--- config.mk ---
export PLATFORM = sky130hd
export DESIGN_NAME = max_result_tx
export DESIGN_NICKNAME = d
export VERILOG_FILES = /design/src/rtl/max_result_tx.sv
export SDC_FILE = /design/constraint.sdc
export NUM_CORES = 1
export LEC_CHECK = 0
export BUFFER_PORTS_ARGS = -buffer_cell sky130_fd_sc_hd__buf_4
export CAP_MARGIN = 20
export CORE_MARGIN = 4
export CORE_UTILIZATION = 49
export DETAILED_ROUTE_END_ITERATION = 10
export PLACE_DENSITY = 0.78
export SYNTH_ARGS = -nofsm -noshare
export SYNTH_HDL_FRONTEND = slang
export SYNTH_SLANG_ARGS = --single-unit
--- constraint.sdc ---
create_clock -name clk -period 1.4 [get_ports clk]
set_input_delay 0.28 -clock clk [delete_from_list [all_inputs] [get_ports clk]]
set_output_delay 0.28 -clock clk [all_outputs]
set_load 0.05 [all_outputs]
--- src/rtl/max_result_tx.sv ---
// max_result_tx: snapshots the final alignment max (score,row,col) on start
// and streams it to the host over a valid/ready beat stream, LSB beat first.
// Ports: clk, rst_n (sync, active-low), start, max_score/max_row/max_col in;
//        data_ready in; data_out, data_valid, data_last, busy, done out.
// Option: define MAX_RESULT_TX_CHECKSUM_EN to append an XOR checksum beat.
module max_result_tx #(
  parameter int SCORE_WIDTH    = 10,
  parameter int ROW_BITS_WIDTH = 5,
  parameter int COL_BITS_WIDTH = 5,
  parameter int OUT_WIDTH      = 8
) (
  input  logic                      clk,
  input  logic                      rst_n,
  input  logic                      start,
  input  logic [SCORE_WIDTH-1:0]    max_score,
  input  logic [ROW_BITS_WIDTH-1:0] max_row,
  input  logic [COL_BITS_WIDTH-1:0] max_col,
  input  logic                      data_ready,
  output logic [OUT_WIDTH-1:0]      data_out,
  output logic                      data_valid,
  output logic                      data_last,
  output logic                      busy,
  output logic                      done
);

  localparam int TOTAL_W =
    SCORE_WIDTH + ROW_BITS_WIDTH + COL_BITS_WIDTH;
  localparam int NUM_BEATS =
    (TOTAL_W + OUT_WIDTH - 1) / OUT_WIDTH;
  localparam int SNAP_W = NUM_BEATS * OUT_WIDTH;
  localparam int CNT_W  = $clog2(NUM_BEATS + 1);

`ifdef MAX_RESULT_TX_CHECKSUM_EN
  localparam int FRAME_BEATS = NUM_BEATS + 1;
`else
  localparam int FRAME_BEATS = NUM_BEATS;
`endif

  localparam logic [CNT_W-1:0] LAST_CNT =
    CNT_W'(FRAME_BEATS - 1);

  localparam logic [1:0] S_IDLE = 2'd0;
  localparam logic [1:0] S_SEND = 2'd1;
  localparam logic [1:0] S_DONE = 2'd2;

  logic [1:0]           state_q, state_d;
  logic [CNT_W-1:0]     cnt_q, cnt_d;
  logic [SNAP_W-1:0]    snap_q, snap_d;
  logic [OUT_WIDTH-1:0] data_beat;
  logic [OUT_WIDTH-1:0] cur_beat;
  logic                 in_send;
  logic                 xfer;
  logic                 at_last;

  assign in_send = (state_q == S_SEND);
  assign at_last = (cnt_q == LAST_CNT);
  assign xfer    = in_send && data_ready;

  // Data beat selected by the counter using constant slices.
  always_comb begin
    data_beat = '0;
    for (int i = 0; i < NUM_BEATS; i++) begin
      if (cnt_q == CNT_W'(i)) begin
        data_beat = snap_q[i*OUT_WIDTH +: OUT_WIDTH];
      end
    end
  end

`ifdef MAX_RESULT_TX_CHECKSUM_EN
  logic [OUT_WIDTH-1:0] csum;

  always_comb begin
    csum = '0;
    for (int i = 0; i < NUM_BEATS; i++) begin
      csum = csum ^ snap_q[i*OUT_WIDTH +: OUT_WIDTH];
    end
  end

  // The beat after the last data beat carries the checksum.
  assign cur_beat =
    (cnt_q == CNT_W'(NUM_BEATS)) ? csum : data_beat;
`else
  assign cur_beat = data_beat;
`endif

  always_comb begin
    state_d = state_q;
    cnt_d   = cnt_q;
    snap_d  = snap_q;
    unique case (state_q)
      S_IDLE: begin
        if (start) begin
          snap_d = '0;
          snap_d[TOTAL_W-1:0] = {max_col, max_row, max_score};
          cnt_d   = '0;
          state_d = S_SEND;
        end
      end
      S_SEND: begin
        if (xfer) begin
          if (at_last) begin
            cnt_d   = '0;
            state_d = S_DONE;
          end else begin
            cnt_d = cnt_q + 1'b1;
          end
        end
      end
      S_DONE: begin
        state_d = S_IDLE;
      end
      default: begin
        state_d = S_IDLE;
        cnt_d   = '0;
      end
    endcase
  end

  always_ff @(posedge clk) begin
    if (!rst_n) begin
      state_q <= S_IDLE;
      cnt_q   <= '0;
      snap_q  <= '0;
    end else begin
      state_q <= state_d;
      cnt_q   <= cnt_d;
      snap_q  <= snap_d;
    end
  end

  // Outputs depend on registered state only, never on data_ready.
  assign data_valid = in_send;
  assign data_last  = in_send && at_last;
  assign data_out   = in_send ? cur_beat : '0;
  assign busy       = (state_q != S_IDLE);
  assign done       = (state_q == S_DONE);

endmodule

==> flow_metrics.py, run 1 <==
metrics = {
    "synth": {
        "synth_compound_area_share_pct": 14.19,
        "synth_cell_type_count": 26,
        "synth-seq-cells": 24,
        "synth_area_sq_um": 1102,
        "synth_nets": 165,
        "synth_mux_area_share_pct": 7.264,
        "synthAdderAreaFrac_pct": 0,
        "postSynthAreaPerCell_sq_um": 7.818,
        "synth_warnings": 0,
        "synth_cells": 141,
        "synth_seq_area_share_pct": 43.59,
        "yosys.area_share.simple_pct": 28.26,
        "synth_top_family_by_area": "simple AND/OR/NAND/NOR gates",
        "synth-xor-area-share_pct": 0,
    },
    "sta": {
        "worst_slack_ns": -0.3228,
        "rsz0062_at_grt": "true",
        "skew_ns": 0.0007224,
        "report.final.hold_viol_count": 0,
        "setup_viol_count_final": 12,
        "tightest_slew_ns": 0.2512,
        "min_period_ns": 1.723,
        "slew_headroom_pct": 82.78,
        "hold_ws_ns": 0.2042,
        "slew_violations": 0,
        "fin_crit_sh_pct": 123.1,
        "max_freq_ghz": 0.5805,
    },
    "pwr": {
        "power_leakage_nw": 0.7181,
        "combinationalPowerShare_pct": 25.8,
        "clkPwrFrac_pct": 20.8,
        "p_seq_share_pct": 53.4,
        "ir_drop_uv": 889.9,
        "switching_share_pct": 28.00,
        "p_per_area_nw_per_um2": 816.8,
        "power_switching_w": 0.0003883,
        "cell_internal_pwr_w": 0.0009986,
    },
    "global_route": {
        "grt_antenna_before_repair": 0,
        "grt_max_degree": 22,
        "grt_pass1_wl_um": 4933,
        "gr-total-overflow": 0,
        "grt_pass1_vias": 1113,
        "grtUsageTotal_pct": 19.78,
    },
    "setup_path": {
        "worstRegToRegCells": 7,
        "setup.worst_path.end": "data_out[7]",
        "worst_ep_arrival_time_ns": 1.44,
        "crit_type": "flop to output pin",
        "crit_path_end_kind": "output pin",
        "cp-startpoint": "state_q[1]",
        "cp-start-kind": "flop",
        "crit_required_ns": 1.12,
        "r2r-end": "cnt_q[0]",
        "worstPathMaxFanout": 5,
        "timing.rr.start": "state_q[1]",
        "r2r_slack_ns": 0.02,
    },
    "cts": {
        "tritoncts": "yes",
        "cts_hold_buf": 0,
        "cts_buffers": 3,
        "cts-htree-levels": 1,
        "insertion_delay_ns": 0.31,
        "clk_pin_slew_worst_paths_ns": 0.12,
        "cts.path.max_buffers": 2,
        "cts_num_sinks": 24,
        "cts_root_buf": "clkbuf_4",
    },
    "finish": {
        "final_cell_mix": "nand2_1, buf_4, a21oi_1",
        "n_antenna_cell": 0,
        "syn_to_final_growth_pct": 54.03,
        "layout_commonest_cell": "nand2_1",
        "final_net_count": 213,
        "drive_gt1_share_pct": 41.18,
        "layout.area.seq_sq_um": 490.5,
        "multi_input_area_sq_um": 611.8,
        "fin_area_sq_um": 1698,
        "fillCellCount": 126,
    },
    "detailed_routing": {
        "met2_length_um": 1517,
        "wirelength_um": 2893,
        "drt_pass1_iterations": 4,
        "viasPerCell": 5.238,
        "top_layer_used": "met4",
        "wirelength_met1_um": 1185,
        "drcViolationCount": 0,
        "antenna_left": 0,
        "num_vias": 1121,
        "wl_met3_um": 122,
        "wl_per_cell_um": 13.52,
        "first_iter_violations": 24,
    },
    "floorplan": {
        "initial_utilization_pct": 53.98,
        "die_w_um": 55.43,
        "io_pins": 36,
        "rows": 16,
        "core-area_sq_um": 2042,
        "die_h_um": 55.43,
        "die_area_sq_um": 3072,
    },
    "job": {
        "cap_violations": 0,
    },
    "outcome": {
        "violations": "setup timing",
        "status": "finished with violations",
    },
    "placed_design": {
        "dp_hpwl_um": 2051,
        "io_buffers": 35,
        "placed_area_sq_um": 1513,
        "place.gp.congestion": 0.8196,
    },
    "worst_hold_path": {
        "holdCritStartpoint": "max_score[6]",
        "min_path_type": "input pin to flop",
    },
}
state kept, by name, indices dropped and copies added (netlist names):
name,count
cnt_q,2
snap_q,20
state_q,2
cell usage after synthesis, drive strengths merged:
master,number,area [sq um]
a21oi,21,105.1
nand2,46,172.7
and2,4,25.02
nand3b,1,7.510
and2b,2,16.27
and3b,1,8.760
mux2i,8,80.08
nor3,1,5.000
dfxtp,24,480.5
nor3b,2,15.01
nor2,5,18.77
o32ai,1,8.760
inv,2,7.510
o31a,1,8.760
or2,1,6.260
buf,8,55.05
a2bb2oi,1,8.760
clkbuf,3,11.26
or3b,2,17.52
nor2b,1,6.260
o22ai,4,25.02
and3,2,12.51
kinds of logic after synthesis:
family                 count (synthesis)
flip-flops                            24
buffers and inverters                 13
AND/OR/NAND/NOR                       68
AO/OA/AOI/OAI                         28
multiplexers                           8
area by class of cell:
type / count / area share [%]
clock buffer: 3 / 1.326
inverter: 2 / 0.4422
multi-input combinational: 104 / 36.04
sequential: 24 / 28.89
tap: 27 / 1.990
timing repair buffer: 54 / 31.32
power by group through the flow:
stage          logic (W)  clock network [W]  registers (W)
2_1_floorplan   0.000192                  0       0.000754
3_3_place_gp    0.000310                  0       0.000757
3_5_place_dp    0.000318                  0       0.000759
4_1_cts         0.000342           0.000303       0.000744
5_1_grt         0.000386           0.000341       0.000746
6_report        0.000357           0.000289       0.000741
worst min path at each step:
stage / end / cells after the start
after floorplan: cnt_q[0] / 1
after global placement: snap_q[4] / 2
after detailed placement: snap_q[7] / 2
after CTS: snap_q[5] / 3
after global routing: snap_q[8] / 3
final: snap_q[6] / 3
per-layer routing:
layer | up-vias | global-route usage, %
li1 | 558 | -
met1 | 521 | 23.02
met2 | 35 | 34.80
met3 | 7 | 3.497
met4 | 0 | 9.028
met5 | - | 0
through the flow:
step	setup WS [ns]	utilization, %	cells	power, W	TNS [ns]
after floorplan	-0.01548	-	141	0.0009461	-0.01548
after global placement	-0.03779	74.08	207	0.001066	-0.09360
after detailed placement	-0.06549	74.08	207	0.001077	-0.2170
after CTS	-0.3383	80.02	212	0.001389	-3.126
after global routing	-0.3833	83.15	214	0.001473	-3.741
final	-0.3228	83.15	214	0.001387	-2.980
what timing repair did:
action,in CTS,in global routing
pin swaps,5,7
setup buffers,2,3
cloned,0,0
hold endpoints to repair,0,0
setup endpoints to repair,12,13
gates resized for setup,25,16
worst max-delay path: stages, from the launching register on:
cell and delay [ns]:
dfxtp_4 0.38, or3b_4 0.48, nor2_4 0.12, buf_8 0.15
(Power assumes the default switching activity.)
==> inputs of run 2 (changes only) <==
--- a/config.mk
+++ b/config.mk
@@ -11,6 +11,7 @@
 export CORE_UTILIZATION = 49
 export DETAILED_ROUTE_END_ITERATION = 10
 export PLACE_DENSITY = 0.78
+export SKIP_CTS_REPAIR_TIMING = 1
 export SYNTH_ARGS = -nofsm -noshare
 export SYNTH_HDL_FRONTEND = slang
 export SYNTH_SLANG_ARGS = --single-unit
==> run 2 against run 1 <==
Against the previous run: the run still ends with setup timing left; utilization down 4.5 points; global-route usage down 1.2 points; die area unchanged; clock skew up 0.0015 ns; combinational power down 5.6%; critical path depth up 1; non-clock buffer count down 4; register-to-register slack better by 0.10 ns; sequential power about the same; fmax down 1.1%.
==> flow_metrics.py, run 2 (synthesized netlist as in run 1, its figures left out) <==
metrics = {
    "finish": {
        "final_net_count": 209,
        "multi_input_area_sq_um": 596.8,
        "layout.area.seq_sq_um": 484.2,
        "syn_to_final_growth_pct": 45.63,
        "final_cell_mix": "nand2_1, buf_4, a21oi_1, dfxtp_1, buf_6",
        "largest_reg_flops": 20,
        "drive_gt1_share_pct": 38.25,
        "fin_util_pct": 78.62,
        "n_antenna_cell": 0,
        "top_regs": "snap_q: 20 flops, cnt_q: 2 flops, state_q: 2 flops",
        "final_cells": 210,
        "layout_commonest_cell": "nand2_1",
        "fillCellCount": 150,
        "top_register": "snap_q",
    },
    "floorplan": {
        "die_h_um": 55.43,
        "die_area_sq_um": 3072,
        "initial_utilization_pct": 53.98,
        "rows": 16,
        "core-area_sq_um": 2042,
        "io_pins": 36,
        "die_w_um": 55.43,
    },
    "pwr": {
        "power_switching_w": 0.0003834,
        "power_w": 0.001370,
        "cell_internal_pwr_w": 0.0009866,
        "p_seq_share_pct": 54.3,
        "switching_share_pct": 27.99,
        "ir_drop_uv": 884.9,
        "clkPwrFrac_pct": 21.1,
        "p_per_area_nw_per_um2": 853.4,
        "combinationalPowerShare_pct": 24.6,
        "power_leakage_nw": 0.6801,
    },
    "cts": {
        "tritoncts": "yes",
        "cts_root_buf": "clkbuf_4",
        "cts.path.max_buffers": 2,
        "insertion_delay_ns": 0.31,
        "cts_buffers": 3,
        "clk_pin_slew_worst_paths_ns": 0.12,
        "cts-htree-levels": 1,
        "cts_num_sinks": 24,
    },
    "setup_path": {
        "worstPathMaxFanout": 6,
        "worst_ep_arrival_time_ns": 1.46,
        "cp-start-kind": "flop",
        "crit_path_end_kind": "output pin",
        "crit_type": "flop to output pin",
        "crit_required_ns": 1.12,
    },
    "placed_design": {
        "place.gp.congestion": 0.8196,
        "dp_slack_ns": -0.06549,
        "dp_hpwl_um": 2051,
        "io_buffers": 35,
        "placed_cells": 207,
    },
    "detailed_routing": {
        "num_vias": 1087,
        "wirelength_um": 2863,
        "wl_per_cell_um": 13.63,
        "antenna_left": 0,
        "viasPerCell": 5.176,
        "first_iter_violations": 23,
        "drcViolationCount": 0,
        "drt_pass1_iterations": 4,
    },
    "global_route": {
        "grt_antenna_before_repair": 0,
        "grt_pass1_vias": 1044,
        "gr-total-overflow": 0,
        "grt_max_degree": 22,
        "grtUsageTotal_pct": 18.57,
        "grt_pass1_wl_um": 4629,
    },
    "outcome": {
        "status": "finished with violations",
        "violations": "setup timing",
    },
    "sta": {
        "slew_headroom_pct": 82.88,
        "hold_ws_ns": 0.2032,
        "max_freq_ghz": 0.5738,
        "min_period_ns": 1.743,
        "tightest_slew_ns": 0.2496,
        "setup_viol_count_final": 12,
        "slew_violations": 0,
        "report.final.hold_viol_count": 0,
        "worst_slack_ns": -0.3426,
        "rsz0062_at_grt": "true",
        "fin_crit_sh_pct": 124.5,
        "skew_ns": 0.002260,
    },
    "job": {
        "cap_violations": 0,
    },
    "worst_hold_path": {
        "min_path_type": "input pin to flop",
    },
}
run 2: cell types whose count changed in the layout (fill, tap and decap cells not counted), moves of 2 or more:
cell,delta
and2_2,+4
buf_6,+3
buf_8,-7
and2_4,-4
dfxtp_4,-2
run 2: power groups by stage:
stage	Sequential (W)	Clock [W]	Combinational (W)
finish	0.000744	0.000289	0.000337
detailed placement	0.000759	0	0.000318
CTS	0.000743	0.000303	0.000318
global placement	0.000757	0	0.000310
global route	0.000750	0.000342	0.000364
floorplan	0.000754	0	0.000192
run 2: through the flow:
step	area, sq um	TNS (ns)
after floorplan	1146	-0.01548
after global placement	1513	-0.09360
after detailed placement	1513	-0.2170
after CTS	1535	-3.939
after global routing	1605	-3.931
final	1605	-3.106
run 2: layout make-up:
type | count | area share (%)
multi-input cells | 104 | 37.18
repair buffers | 50 | 28.68
clock buffers | 3 | 1.403
inverters | 2 | 0.4677
flip-flops and latches | 24 | 30.16
well taps | 27 | 2.104
run 2: metal layers:
layer / vias up / track usage, % / share of wire [%]
li1: 550 / - / -
met1: 502 / 20.90 / 41
met2: 30 / 33.61 / 52
met3: 5 / 3.963 / 5.1
met4: 0 / 7.292 / 1.5
met5: - / 0 / 0
run 2: worst paths after layout:
| check | startpoint | end | slack, ns | depth (start not counted) |
|---|---|---|---|---|
| min reg2reg | snap_q[7] | snap_q[7] | 0.46 | 2 |
| max reg2reg | state_q[1] | snap_q[13] | 0.12 | 6 |
| max | state_q[1] | data_out[5] | -0.34 | 4 |
| min | max_score[0] | snap_q[0] | 0.20 | 3 |
run 2: worst max-delay path, cell delays in order, from the launching register on:
cell and delay (ns):
dfxtp_2 0.36, or3b_1 0.38, buf_6 0.16, nor2_4 0.10, buf_8 0.15
